### src/rtl/pipeline_pkg.sv
// Shared definitions for the RV32I pipeline hazard/sequencing controller
// and the stage registers it drives.
package pipeline_pkg;

    localparam int REG_W  = 5;
    localparam int CTRL_W = 32;

    // Stage registers load this on flush: every control bit cleared makes a bubble.
    localparam logic [CTRL_W-1:0] BUBBLE_CTRL = '0;

    typedef enum logic [1:0] {
        RUN      = 2'd0,
        MEM_WAIT = 2'd1,
        HALT     = 2'd2
    } state_t;

    typedef struct packed {
        logic pc_en;
        logic ifid_en;
        logic idex_en;
        logic exmem_en;
        logic memwb_en;
        logic ifid_flush;
        logic idex_flush;
        logic memwb_flush;
    } stage_ctrl_t;

    localparam stage_ctrl_t CTRL_IDLE = '0;

endpackage

### src/rtl/pipeline_ctrl_hazard_detect.sv
// Load-use comparator: an ID source register matches the rd of a load in EX.
module hazard_detect
    import pipeline_pkg::*;
(
    input  logic [REG_W-1:0] id_rs1,
    input  logic [REG_W-1:0] id_rs2,
    input  logic             id_use_rs1,
    input  logic             id_use_rs2,
    input  logic [REG_W-1:0] ex_rd,
    input  logic             ex_mem_read,
    output logic             load_use
);

    // x0 is hardwired to zero, so a load targeting it never creates a dependency.
    assign load_use = ex_mem_read && (ex_rd != '0) &&
                      ((id_use_rs1 && (id_rs1 == ex_rd)) ||
                       (id_use_rs2 && (id_rs2 == ex_rd)));

endmodule

### src/rtl/pipeline_ctrl.sv
// Per-stage enable/flush generation, data-memory wait handling with a
// watchdog that halts the core, and a saturating stall counter.
module pipeline_ctrl
    import pipeline_pkg::*;
#(
    parameter int MEM_TIMEOUT = 64,
    parameter int CNT_WIDTH   = 16
) (
    input  logic                 clk,
    input  logic                 rst_n,
    input  logic [REG_W-1:0]     id_rs1,
    input  logic [REG_W-1:0]     id_rs2,
    input  logic                 id_use_rs1,
    input  logic                 id_use_rs2,
    input  logic [REG_W-1:0]     ex_rd,
    input  logic                 ex_mem_read,
    input  logic                 ex_branch_taken,
    input  logic                 mem_req,
    input  logic                 dmem_ready,
    output logic                 dmem_valid,
    output logic                 pc_en,
    output logic                 ifid_en,
    output logic                 idex_en,
    output logic                 exmem_en,
    output logic                 memwb_en,
    output logic                 ifid_flush,
    output logic                 idex_flush,
    output logic                 memwb_flush,
    output logic                 mem_err,
    output logic [CNT_WIDTH-1:0] stall_cnt
);

    localparam logic [7:0] TIMEOUT_C = 8'(MEM_TIMEOUT);

    state_t      state;
    logic [7:0]  wait_cnt;
    logic        load_use;
    logic        mem_stall;
    logic        dvalid;
    stage_ctrl_t ctl;

    hazard_detect u_hazard (
        .id_rs1      (id_rs1),
        .id_rs2      (id_rs2),
        .id_use_rs1  (id_use_rs1),
        .id_use_rs2  (id_use_rs2),
        .ex_rd       (ex_rd),
        .ex_mem_read (ex_mem_read),
        .load_use    (load_use)
    );

    assign mem_stall = mem_req && !dmem_ready;

    always_comb begin
        ctl    = CTRL_IDLE;
        dvalid = 1'b0;
        if (rst_n && (state == RUN || state == MEM_WAIT)) begin
            dvalid = mem_req;
            if (mem_stall) begin
                // Freeze everything up to EX/MEM; WB gets a bubble meanwhile.
                ctl.memwb_flush = 1'b1;
            end else begin
                ctl.pc_en    = 1'b1;
                ctl.ifid_en  = 1'b1;
                ctl.idex_en  = 1'b1;
                ctl.exmem_en = 1'b1;
                ctl.memwb_en = 1'b1;
                // A taken branch squashes the ID instruction, so its hazard is moot.
                if (ex_branch_taken) begin
                    ctl.ifid_flush = 1'b1;
                    ctl.idex_flush = 1'b1;
                end else if (load_use) begin
                    ctl.pc_en      = 1'b0;
                    ctl.ifid_en    = 1'b0;
                    ctl.idex_flush = 1'b1;
                end
            end
        end
    end

    assign pc_en       = ctl.pc_en;
    assign ifid_en     = ctl.ifid_en;
    assign idex_en     = ctl.idex_en;
    assign exmem_en    = ctl.exmem_en;
    assign memwb_en    = ctl.memwb_en;
    assign ifid_flush  = ctl.ifid_flush;
    assign idex_flush  = ctl.idex_flush;
    assign memwb_flush = ctl.memwb_flush;
    assign dmem_valid  = dvalid;

    always_ff @(posedge clk or negedge rst_n) begin
        if (!rst_n) begin
            state    <= RUN;
            wait_cnt <= '0;
            mem_err  <= 1'b0;
        end else begin
            case (state)
                RUN: begin
                    if (mem_stall) begin
                        state    <= MEM_WAIT;
                        wait_cnt <= 8'd1;
                    end
                end
                MEM_WAIT: begin
                    if (!mem_stall) begin
                        state    <= RUN;
                        wait_cnt <= '0;
                    end else if (wait_cnt == TIMEOUT_C) begin
                        state   <= HALT;
                        mem_err <= 1'b1;
                    end else begin
                        wait_cnt <= wait_cnt + 8'd1;
                    end
                end
                HALT: ;
                default: state <= RUN;
            endcase
        end
    end

    always_ff @(posedge clk or negedge rst_n) begin
        if (!rst_n)
            stall_cnt <= '0;
        else if (!ctl.pc_en && stall_cnt != '1)
            stall_cnt <= stall_cnt + 1'b1;
    end

endmodule

### config.mk
export PLATFORM = sky130hd
export DESIGN_NAME = pipeline_ctrl
export DESIGN_NICKNAME = d
export VERILOG_FILES = /design/src/rtl/pipeline_pkg.sv /design/src/rtl/pipeline_ctrl_hazard_detect.sv /design/src/rtl/pipeline_ctrl.sv
export SDC_FILE = /design/constraint.sdc
export NUM_CORES = 1
export LEC_CHECK = 0
export ABC_AREA = 1
export BUFFER_PORTS_ARGS = -buffer_cell sky130_fd_sc_hd__buf_2
export CAP_MARGIN = 20
export CORE_MARGIN = 2
export CORE_UTILIZATION = 38
export CTS_CLUSTER_SIZE = 8
export DETAILED_ROUTE_END_ITERATION = 7
export GPL_TIMING_DRIVEN = 0
export SYNTH_ARGS = -nofsm -noshare
export SYNTH_HDL_FRONTEND = slang
export SYNTH_SLANG_ARGS = --single-unit
### constraint.sdc
create_clock -name clk -period 4.37 [get_ports clk]
set_input_delay 0.874 -clock clk [delete_from_list [all_inputs] [get_ports clk]]
set_output_delay 0.874 -clock clk [all_outputs]
set_load 0.01 [all_outputs]
==> results.cfg <==
[run_status]
outcome = complete, no violations

[cells_and_area]
fin_nets = 359
diodes = 0
stdcell_area_um2 = 2320
drive_gt1_share_pct = 24.1
final_util_pct = 46.1
fill_cells = 518
syn2layout_area_growth_pct = 19.2
instances_no_fill = 402

[clock_network]
clock_latency_ns = 0.27
path_clk_slew_ns = 0.09
htree_levels = 1
cts_hold_buf = 0
cts_buffers = 3
ctsResizeCount = 0
cts_tree = yes
postCtsSetupBuffers = 0
clock_path_buffers = 2
cts_root_buf = clkbuf_8
cts.sinks = 27

[worst_setup_path]
endpoint_kind = primary output
crit_type = in -> out
path_max_fanout = 28
r2r_setup_slack_ns = 2.56
arrival_ns = 2.71
cp.required_ns = 3.50
cp-start-kind = input pin

[route]
ant_nets = 0
routed_wl_mm = 4.43
drtIter0Drc = 101
wl_met2_mm = 2.09
wl_met3_um = 134
wl_per_cell_um = 11.0
first_pass_iters = 4
drcViolationCount = 0
dr.max_layer_used = met4
via_per_inst = 4.78
met1Wirelength_mm = 2.18
num_vias = 1920

[floorplanning]
rows = 26
dieArea_um2 = 5720
die_y_um = 75.6
initial_core_util_pct = 38.7
die_w_um = 75.6
ios = 49
core_area_um2 = 5040

[placement]
dpl.hpwl_mm = 3.41
dp_slack_ns = 0.693
place_area_um2 = 2280
port_buffers = 48
dp_cells = 398
gp_congestion = 0.819

[sta]
rsz0062_at_grt = no
max_slew_margin_pct = 58.6
hold_ws_ns = 0.481
finClkSkew_ns = 0.00676
clock.fmax_mhz = 279
slew_violations = 0
worst_pin_slew_ns = 0.621
finalSetupViolations = 0
finalHoldViolCount = 0
period_needed_ns = 3.58
tns_ns = 0
fin_crit_sh_pct = 81.9
fin_ws_ns = 0.789

[grt]
grt_max_degree = 29
gr-total-overflow = 0
grt_pass1_wl_mm = 7.66
grt_pass1_vias = 1744
grt_use_total_pct = 16.9
antenna_found_initial = 0

[yosys]
synth.avg_cell_area_um2 = 6.96
ys_types = 27
ys_seq_area_share_pct = 34.7
syn-cell-area_um2 = 1950
yosysWarnings = 0
synth_cells = 280
synth_fp_nets = 306
yosys_register_bits = 27

[power_and_ir_drop]
p_leak_nw = 1.29
total_power_uw = 432
p_per_area_nw_per_um2 = 186
ir_drop_mv = 0.126

[flow_run]
cap_violations = 0

[min_path]
hold_path.class = reg -> reg
-- final cells by class --
class | instances | area [um2] | share of cell area, %
Multi-Input combinational cell | 203 | 1060 | 45.7
Sequential cell | 27 | 676 | 29.1
Timing Repair Buffer | 48 | 240 | 10.3
Inverter | 42 | 158 | 6.79
Tap cell | 70 | 87.6 | 3.77
Buffer | 8 | 53.8 | 2.32
Clock buffer | 3 | 41.3 | 1.78
Clock inverter | 1 | 5.00 | 0.215
-- final timing paths --
| kind | from | end | cells past startpoint |
|---|---|---|---|
| max | rst_n | pc_en | 11 |
| min | mem_err | mem_err | 2 |
| max reg2reg | stall_cnt[0] | stall_cnt[11] | 8 |
| min reg2reg | mem_err | mem_err | 2 |
| max in group asynchronous | rst_n | wait_cnt[2] | 1 |
| min in group asynchronous | rst_n | stall_cnt[2] | 1 |
-- layout by cell type (no fill, tap or decap), types with 2 or more instances in the layout --
| master | count |
|---|---|
| nand2_1 | 87 |
| nor2_4 | 3 |
| nor3_1 | 7 |
| nand3_1 | 17 |
| nand2_2 | 2 |
| xor2_1 | 11 |
| o21ai_0 | 7 |
| inv_1 | 34 |
| ha_1 | 3 |
| nor2_1 | 24 |
| clkbuf_8 | 3 |
| buf_4 | 3 |
| xnor2_1 | 4 |
| o21ai_1 | 2 |
| nand4_1 | 27 |
| dfrtp_1 | 27 |
| inv_2 | 8 |
| buf_2 | 52 |
-- synthesized netlist by cell type, drive strengths merged --
cell,n,area [um2]
nor2,28,130
nand3,19,113
dfrtp,27,676
o21ai,9,45.0
nand2,90,350
nand4,27,169
xor2,11,96.3
buf,8,53.8
nand3b,2,27.5
inv,42,158
or2,1,6.26
xnor2,4,35.0
nor3,8,45.0
ha,3,37.5
o31ai,1,7.51
-- critical path: stages --
cell     delay (ns)
buf_2          0.49
nand2_2        0.17
nor2_4         0.23
inv_2          0.06
nor2_2         0.11
inv_2          0.06
buf_2          0.18
buf_2          0.21
nand2_1        0.10
buf_4          0.10
buf_2          0.11
-- routing by layer --
metal  vias up  global-route usage (%)
met3         2                    2.78
met4         0                    2.92
met2        41                    29.8
met1       873                    22.1
li1       1004                       -
met5         -                       0
-- power by group --
part	leakage, nW	internal (mW)	switching [mW]
logic	0.939	0.0145	0.0221
clock network	0.0255	0.0639	0.0806
registers	0.325	0.250	0.000864
-- cells by family (layout without fill, tap and decap cells) --
group,count (synthesis),in the layout,synth area share [%]
AO/OA/AOI/OAI,10,10,2.70
XOR/XNOR,15,15,6.74
adder cells (fa/ha/maj),3,3,1.93
buffers and inverters,50,102,10.8
flip-flops,27,27,34.7
AND/OR/NAND/NOR,175,175,43.1
-- registers in the layout, indices dropped and copies added (netlist names) --
| name | flops |
|---|---|
| wait_cnt | 8 |
| state | 2 |
| mem_err | 1 |
| stall_cnt | 16 |
(Power assumes the default switching activity.)
